**src/rtl/imm_ext_pkg.sv**
```systemverilog
// Shared immediate-extension mode encoding.
// Used by the decoder and imm_extend_stage.
package imm_ext_pkg;

  typedef enum logic [1:0] {
    MODE_ZERO   = 2'b00,
    MODE_SIGN   = 2'b01,
    MODE_UPPER  = 2'b10,
    MODE_BRANCH = 2'b11
  } mode_e;

endpackage

```
**src/rtl/imm_ext_core.sv**
```systemverilog
// Combinational immediate extender.
// Zero, sign, upper-placement and branch-offset forms.
module imm_ext_core
  import imm_ext_pkg::*;
#(
  parameter int IN_W  = 3,
  parameter int OUT_W = 8,
  parameter int SHAMT = 1
) (
  input  logic [IN_W-1:0]  imm,
  input  mode_e            mode,
  output logic [OUT_W-1:0] ext
);

  localparam int E = OUT_W - IN_W;

  logic [OUT_W-1:0] zext;
  logic [OUT_W-1:0] sext;

  always_comb begin
    zext = '0;
    zext[IN_W-1:0] = imm;
    sext = {OUT_W{imm[IN_W-1]}};
    sext[IN_W-1:0] = imm;
  end

  always_comb begin
    ext = zext;
    unique case (mode)
      MODE_ZERO:   ext = zext;
      MODE_SIGN:   ext = sext;
      MODE_UPPER:  ext = zext << E;
      MODE_BRANCH: ext = sext << SHAMT;
      default:     ext = zext;
    endcase
  end

endmodule

```
**src/rtl/imm_extend_stage.sv**
```systemverilog
// Pipelined immediate extender with 2-entry skid buffer.
// Optional transfer counter: define IMM_EXT_STATS_EN.
module imm_extend_stage
  import imm_ext_pkg::*;
#(
  parameter int IN_W  = 3,
  parameter int OUT_W = 8,
  parameter int SHAMT = 1,
  parameter int CNT_W = 16
) (
  input  logic             clk,
  input  logic             rst,
  input  logic             in_valid,
  output logic             in_ready,
  input  logic [IN_W-1:0]  in_imm,
  input  logic [1:0]       in_mode,
  output logic             out_valid,
  input  logic             out_ready,
`ifdef IMM_EXT_STATS_EN
  output logic [OUT_W-1:0] out_data,
  output logic [CNT_W-1:0] ext_count
`else
  output logic [OUT_W-1:0] out_data
`endif
);

  logic [OUT_W-1:0] ext;
  logic             m_valid;
  logic [OUT_W-1:0] m_data;
  logic             s_valid;
  logic [OUT_W-1:0] s_data;
  logic             rdy_q;
  logic             in_xfer;
  logic             out_xfer;

  imm_ext_core #(
    .IN_W (IN_W),
    .OUT_W(OUT_W),
    .SHAMT(SHAMT)
  ) u_core (
    .imm (in_imm),
    .mode(mode_e'(in_mode)),
    .ext (ext)
  );

  assign in_xfer  = in_valid & rdy_q & ~rst;
  assign out_xfer = m_valid & out_ready;

  always_ff @(posedge clk) begin
    if (rst) begin
      m_valid <= 1'b0;
      m_data  <= '0;
      s_valid <= 1'b0;
      s_data  <= '0;
      rdy_q   <= 1'b1;
    end else if (!m_valid || out_xfer) begin
      // M frees up: S (oldest) moves first, new word backfills S
      if (s_valid) begin
        m_valid <= 1'b1;
        m_data  <= s_data;
        s_valid <= in_xfer;
        rdy_q   <= ~in_xfer;
        if (in_xfer) s_data <= ext;
      end else begin
        m_valid <= in_xfer;
        rdy_q   <= 1'b1;
        if (in_xfer) m_data <= ext;
      end
    end else if (in_xfer) begin
      s_valid <= 1'b1;
      s_data  <= ext;
      rdy_q   <= 1'b0;
    end
  end

  assign in_ready  = rdy_q;
  assign out_valid = m_valid;
  assign out_data  = m_data;

`ifdef IMM_EXT_STATS_EN
  always_ff @(posedge clk) begin
    if (rst) ext_count <= '0;
    else if (in_xfer) ext_count <= ext_count + 1'b1;
  end
`endif

endmodule

```
**config.mk**
```make
export PLATFORM = sky130hd
export DESIGN_NAME = imm_extend_stage
export DESIGN_NICKNAME = d
export VERILOG_FILES = /design/src/rtl/imm_ext_pkg.sv /design/src/rtl/imm_ext_core.sv /design/src/rtl/imm_extend_stage.sv
export SDC_FILE = /design/constraint.sdc
export NUM_CORES = 1
export LEC_CHECK = 0
export CAP_MARGIN = 20
export CORE_MARGIN = 2
export CORE_UTILIZATION = 47
export DETAILED_ROUTE_END_ITERATION = 12
export PLACE_DENSITY = 0.86
export SKIP_LAST_GASP = 1
export SLEW_MARGIN = 30
export SYNTH_ARGS = -nofsm -noshare
export SYNTH_HDL_FRONTEND = slang
export SYNTH_SLANG_ARGS = --single-unit
```
**constraint.sdc**
```tcl
create_clock -name clk -period 1.7 [get_ports clk]
set_input_delay 0.425 -clock clk [delete_from_list [all_inputs] [get_ports clk]]
set_output_delay 0.425 -clock clk [all_outputs]
set_load 0.01 [all_outputs]
```
==> results of run 1 <==
[worst max-delay path by stage]
stage,endpoint,slack (ns),cells after the start
floorplan,out_data[6],0.27,6
global placement,out_data[1],-0.09,5
detailed placement,out_data[2],-0.27,5
CTS,in_ready,0.03,1
global route,s_data[5],-0.007,5
finish,out_data[2],0.02,5
[sequential cells by signal, summed over array words and instances (netlist names)]
register,flops
in_ready,1
out_data,7
out_valid,1
s_data,7
s_valid,1
[where the power goes]
| group | internal, W | total [W] | switching [W] |
|---|---|---|---|
| clock network | 0.0000914 | 0.000213 | 0.000122 |
| logic | 0.0000873 | 0.000160 | 0.0000730 |
| registers | 0.000417 | 0.000429 | 0.0000119 |
| total | 0.000596 | 0.000802 | 0.000206 |
[worst register-to-register path, cell delays in order, from the launching register on]
cell and delay, ns:
sky130_fd_sc_hd__dfxtp_1 0.38, sky130_fd_sc_hd__and3b_2 0.24, sky130_fd_sc_hd__o21ai_2 0.09, sky130_fd_sc_hd__buf_4 0.18, sky130_fd_sc_hd__o41ai_1 0.42
[area by class of cell]
class,instances,area [um2]
clock buffers,4,26.3
fillers,138,517
inverters,3,11.3
multi-input cells,65,392
flip-flops and latches,17,340
well taps,16,20.0
repair buffers,27,253
[through the flow]
step | utilization, % | area (um2) | setup WS, ns
floorplan | - | 803 | 0.270
global placement | 64.8 | 1010 | -0.0947
detailed placement | 64.8 | 1010 | -0.270
CTS | 66.5 | 1040 | 0.0267
global route | 66.9 | 1040 | -0.00723
finish | 66.9 | 1040 | 0.0210
[layout by cell type (no fill, tap or decap), types with 5 or more instances in the layout]
cell type / Yosys / layout
sky130_fd_sc_hd__clkdlybuf4s50_1: 0 / 16
sky130_fd_sc_hd__nand2_1: 8 / 8
sky130_fd_sc_hd__buf_4: 2 / 9
sky130_fd_sc_hd__dfxtp_1: 17 / 17
sky130_fd_sc_hd__a211oi_1: 6 / 6
sky130_fd_sc_hd__a21oi_1: 6 / 6
sky130_fd_sc_hd__nor2_1: 11 / 11
sky130_fd_sc_hd__nand3b_1: 5 / 5
sky130_fd_sc_hd__nor2b_1: 7 / 7
[routing by layer]
layer	wire (um)	vias to the layer above	part of all wire (%)
met1	786	345	43
li1	-	372	-
met5	0	-	0
met3	114	7	6.2
met2	884	32	48
met4	63	0	3.4
[cell families (layout without fill, tap and decap cells)]
kind of cell,after synthesis,count (layout),synth area share [%]
compound gates,26,26,23.2
buf+inv,11,34,8.88
flops,17,17,42.4
simple gates,39,39,25.5
[repair_timing]
action / CTS / global route
endpoints found under the setup margin: 0 / 3
gates resized for setup: 0 / 2
setup buffers: 0 / 0
==> results list, run 1 <==
* Run status: completed
- In this run the mean area of a mapped cell was 8.64 um2.
- The initialized floorplan defines 14 standard-cell rows.
- The number of cells on the worst reg-to-reg path is 4.
- Number of ports placed on the die boundary: 19
- The worst hold path terminates at out_data[6].
- Detailed placement finished with a half-perimeter wire length of 1.35 mm.
* Area Growth Syn to Fin: 29.8%
* Gp weighted congestion: 0.831
- Count of TritonRoute iterations in the first routing pass: 4
- DRC violation count after routing: 0
- Summed over its instances, the top area cell type makes up 42.4% of the synthesized netlist area.
- Async set-or-reset flop fraction in the synthesized netlist: 0%
- Among all cell types in the netlist, the one instantiated most often is sky130_fd_sc_hd__dfxtp_1.
- Dividing the detail-routed wire length by the instance count gives 14.0 um.
- Clock Root Buffer: sky130_fd_sc_hd__clkbuf_4
- Ranking of synthesized cells by area: sky130_fd_sc_hd__dfxtp_1 (42%), sky130_fd_sc_hd__a211oi_1 (5.6%), sky130_fd_sc_hd__nor2b_1 (5.5%)
- Post-route clock period utilization: 98.8%
* Worst Hold Depth: 2
- Die area: 2060 um2
- Broken down by cell family, the worst path's largest delay share belongs to buffers and inverters.
* Overall routing resource usage: 21.1%
- Number of violations of the max-capacitance limit: 0
- Vias per std cell: 5.73
- Warnings, synthesis: 0
- Final-layout worst hold slack: 0.462 ns
* Total power consumption of the routed design: 0.000802 W
* Core Footprint: 1560 um2
* Setup violation total in the final timing report: 0
- Worst slew slack as a fraction of its limit: 74.9%
- The min-delay analysis places its worst path in the category reg2reg.
- For the pin with the worst max-slew slack, the measured transition is 0.372 ns.
* CTS Hold Bufs: 0
- Across the VDD grid, the largest voltage drop is 0.412 mV.
- Together, buffers and inverters on the worst path number 2.
- Delay of the slowest cell on the worst path: 0.44 ns
- Chip height: 45.3 um
* Number of nets at the end of the flow: 126
- The final number of max-transition violations is 0.
- CTS sink count: 17
- Global routing finished with a remaining overflow of 0.
- Traced cell by cell, the critical path runs through clkdlybuf4s50_1, and3b_2, o21ai_2, buf_4, o41ai_1.
* Start point of the worst hold path: out_data[6]
- In this run the deepest clock path goes through 2 buffers.
- Final Non-Filler Cells: 132
- Setup crit start kind: input pin
* Die X-Extent: 45.3 um
- DRT Wirelength: 1.85 mm
- The number of antenna diodes in the final layout is 0.
- The setup path with the least slack is of type in2reg.
* Unrepaired setup endpoints after global routing: yes
- Power Dens Cells: 770 nW/um2
- Among all stages on the critical path, the largest delay is contributed by sky130_fd_sc_hd__clkdlybuf4s50_1.
- Entering global routing, the biggest net connects 19 pins.
- The detail route stage leaves a number of antenna-violating nets equal to 0.
- In this run, synthesis produced a sequential element count of 17.
- The worst register-to-register path begins at in_ready.
* CTS buffer count: 3
- TritonCTS built the clock tree.
* Worst EP arrival: 1.85 ns
* Net Count, Synth: 102
- Netlist cell types: 26
- Setup slack on the worst reg-to-reg path comes out at 0.27 ns.
* Most Used Layer, Global Route: met2
- Between clock sinks in the finished design, the worst skew comes to 0.00141 ns.
* Cells after synthesis: 93
- Via count of the first global-routing pass: 695
* Final critical-path required period: 1.68 ns
- Drt initial violations: 19
- After clock tree synthesis, the clock-pin slew on the worst setup and hold paths is 0.09 ns.
- Derived from the worst setup path, the maximum achievable clock frequency is 596 MHz.
- In the synthesized netlist the dominant register cell turns out to be sky130_fd_sc_hd__dfxtp_1.
* Clock latency at the later pin of the worst-skew pair: 0.29 ns
- Synthesized cell area: 803 um2
* Met1 usage in global routing: 26.4%
- The number of antenna violations at the first check in global routing came to 0.
- Leak pwr: 0.386 nW
* Count of vias placed by the detailed router: 756
* Deepest level of the CTS H-tree: 1
- For the worst setup path, the data required time is 1.87 ns.
* Crit end category: register
- The commonest cells after synthesis are sky130_fd_sc_hd__dfxtp_1 (17), sky130_fd_sc_hd__nor2_1 (11), sky130_fd_sc_hd__nand2_1 (8).
* Initial Util: 51.5%
- Sequential cell area fraction in the yosys report: 42.4%
- Origin of the worst setup path: rst
- Fraction of layout instances using a drive strength above 1: 14.7%
* GRT met3 Usage: 5.60%
- Cell type with the largest total area after synthesis: sky130_fd_sc_hd__dfxtp_1
* First-pass GRT wire length: 3.04 mm
* Critical R2R Capture: out_data[2]
- Number of I/O port buffers: 18
- Final hold vios: 0
- Highest net fanout along the worst path: 6
- Final setup TNS: 0 ns
- Yosys mapped a number of flops with a built-in enable equal to 0.
* Inst Count DP: 128
- Met2 track demand over resource: 31.7%
Power figures use the tool's default switching activity.
==> run 2, diff against run 1 <==
--- a/config.mk
+++ b/config.mk
@@ -5,7 +5,6 @@
 export SDC_FILE = /design/constraint.sdc
 export NUM_CORES = 1
 export LEC_CHECK = 0
-export CAP_MARGIN = 20
 export CORE_MARGIN = 2
 export CORE_UTILIZATION = 47
 export DETAILED_ROUTE_END_ITERATION = 12
==> constraint.sdc (replaced) <==
create_clock -name clk -period 1.7 [get_ports clk]
set_input_delay 0.34 -clock clk [delete_from_list [all_inputs] [get_ports clk]]
set_output_delay 0.34 -clock clk [all_outputs]
set_load 0.01 [all_outputs]
==> results list, run 2 (synthesis gave the netlist of run 1 again) <==
* Number of ports placed on the die boundary: 19 (unchanged)
* Maximum number of pins on one net before global-route repair: 19 (unchanged)
- In the layout the commonest cells are sky130_fd_sc_hd__clkdlybuf4s50_1 (18), sky130_fd_sc_hd__dfxtp_1 (17), sky130_fd_sc_hd__nor2_1 (11), sky130_fd_sc_hd__nand2_1 (8), sky130_fd_sc_hd__nor2b_1 (7).
* Vias per std cell: 5.69 (-0.65%)
- Setup repair after global routing left no endpoint under its margin.
- The latest clock arrival within the worst-skew pair is 0.28 ns (about the same).
- The global routing usage summed across all routing layers is 18.8% (-2.3 points).
* Routed len/inst: 12.7 um (-9.6%)
- The core footprint came to 1560 um2 (unchanged).
* Cell at the slowest stage of the critical path: sky130_fd_sc_hd__clkdlybuf4s50_1
* Buffers inserted during post-CTS setup optimization: 0 (unchanged)
- Clock Root Buffer: sky130_fd_sc_hd__clkbuf_4
- Crit path cell chain: clkdlybuf4s50_1
- The number of buffers inserted by port buffering was 18 (unchanged).
- Final hold vios: 0 (unchanged)
- Pins Over Slew Limit: 0 (unchanged)
- The number of design-rule violations left by the first detailed-router iteration came to 21 (+2).
* Number of filler instances in the final layout: 129 (-6.5%)
- Fraction of layout instances using a drive strength above 1: 13.3% (-1.4 points)
* Highest net fanout along the worst path: 4 (-2)
- The final net count came to 123 (-2.4%).
- The cell area power density was 776 nW/um2 (+0.86%).
- Total grt overflow: 0 (unchanged)
- The data arrival time of the critical path was 1.24 ns (-0.61 ns).
- The number of antenna violations at the first check in global routing came to 0 (unchanged).
- Worst slew pin tran: 0.312 ns (-0.0596 ns)
- Hold/Removal Path Class: reg2reg
* Delay of the slowest cell on the worst path: 0.56 ns (+0.12 ns)
- Broken down by cell family, the worst path's largest delay share belongs to buffers and inverters.
- Gp weighted congestion: 0.837 (+0.76%)
- Final Non-Filler Cells: 129 (-2.3%)
* Leak pwr: 0.366 nW (-5.3%)
- The critical path in this run is classified as reg2out.
- TritonCTS clock tree: yes
* Worst vdd ir: 0.590 mV (+43%)
* Maximum clock frequency: 634 MHz (+6.5%)
* Clock input transition at the sequential cells of the worst setup and hold paths: 0.09 ns (about the same)
- The combined buffer and inverter count along the critical path came to 1 (-1).
- Number of violations of the max-capacitance limit: 0 (unchanged)
* Via count of the first global-routing pass: 616 (-11%)
* DRC violation count after routing: 0 (unchanged)
- HPWL after DPL: 1.24 mm (-8.2%)
- Post-DP Area: 988 um2 (-2.2%)
- Initial Util: 51.5% (unchanged)
- Area Growth Syn to Fin: 26.5%
- CTS buffer count: 3 (unchanged)
- Die area: 2060 um2 (unchanged)
- The overall routed net length was 1.63 mm (-12%).
- Worst setup timing slack at the placement stage: -0.0852 ns (+0.185 ns)
* Largest clock skew in the final design: 0.00126 ns (-0.000150 ns)
- The quantity of hold-fixing buffers added after cts is 0 (unchanged).
- Count of vias placed by the detailed router: 734 (-2.9%)
- Chip height: 45.3 um (unchanged)
* Post-route clock period utilization: 92.8% (-6.0 points)
* Row count: 14 (unchanged)
- The H-tree depth came to 1 (unchanged).
* Critical path required time: 1.36 ns (-0.51 ns)
- Run status: completed
* Crit end category: output port
* Setup crit start kind: register
- The length of the first detailed-routing pass in iterations was 4 (unchanged).
* Inst Count DP: 125 (-2.3%)
- Worst slew slack as a fraction of its limit: 79.2% (+4.3 points)
- The post-layout worst setup margin is 0.123 ns (+0.102 ns).
- Final critical-path required period: 1.58 ns (-0.102 ns)
* Antenna diode count: 0 (unchanged)
- Number of nets with antenna violations after routing: 0 (unchanged)
- Bufs on Longest Clock Path: 2 (unchanged)
* Die X-Extent: 45.3 um (unchanged)
- The hold slack was 0.465 ns (+0.00374 ns).
* Most frequent standard cell in the layout excluding fill and tap cells: sky130_fd_sc_hd__clkdlybuf4s50_1
* CTS sink count: 17 (unchanged)
* Final design instance area without fill: 1020 um2 (-2.5%)
- The global-route wire length before repair is 2.70 mm (-11%).
- Setup violation total in the final timing report: 0 (unchanged)
* Post-cts repair resize count: 0 (unchanged)
==> run 2: metrics by stage <==
stage	TNS [ns]	power [W]	utilization [%]
2_1_floorplan	0	0.000524	-
6_report	0	0.000789	65.2
5_1_grt	0	0.000838	65.2
4_1_cts	0	0.000798	65.2
3_3_place_gp	-0.00881	0.000587	63.4
3_5_place_dp	-0.175	0.000590	63.4
==> run 2: worst paths after layout <==
| check | end | cells past startpoint | startpoint | slack (ns) |
|---|---|---|---|---|
| max | in_ready | 1 | in_ready | 0.12 |
| min | s_data[4] | 2 | s_data[4] | 0.47 |
| min reg2reg | s_data[4] | 2 | s_data[4] | 0.47 |
| max reg2reg | out_data[1] | 4 | in_ready | 0.35 |
==> run 2: layer usage <==
layer	routed length [um]	track usage (%)
met5	0	0
met4	3	10.6
met3	55	4.80
met2	749	26.3
met1	827	26.1
==> run 2: worst min-delay path, delay by kind of cell, from the launching register on <==
family          cells  cell delay, ns
simple gates        1            0.05
flops               1            0.32
compound gates      1            0.05
==> run 2: cell type report <==
| class | instances | area [um2] | share of cell area (%) |
|---|---|---|---|
| inverters | 3 | 11.3 | 1.11 |
| clock inverters | 1 | 5.00 | 0.493 |
| well taps | 16 | 20.0 | 1.97 |
| multi-input cells | 65 | 392 | 38.5 |
| flip-flops and latches | 17 | 340 | 33.5 |
| repair buffers | 24 | 225 | 22.2 |
| clock buffers | 3 | 22.5 | 2.22 |
==> run 2: report_power, final <==
part,internal (W),total (W),switching (W)
registers,0.000417,0.000429,0.0000122
clock network,0.0000873,0.000207,0.000119
logic,0.0000828,0.000153,0.0000701
total,0.000587,0.000789,0.000201
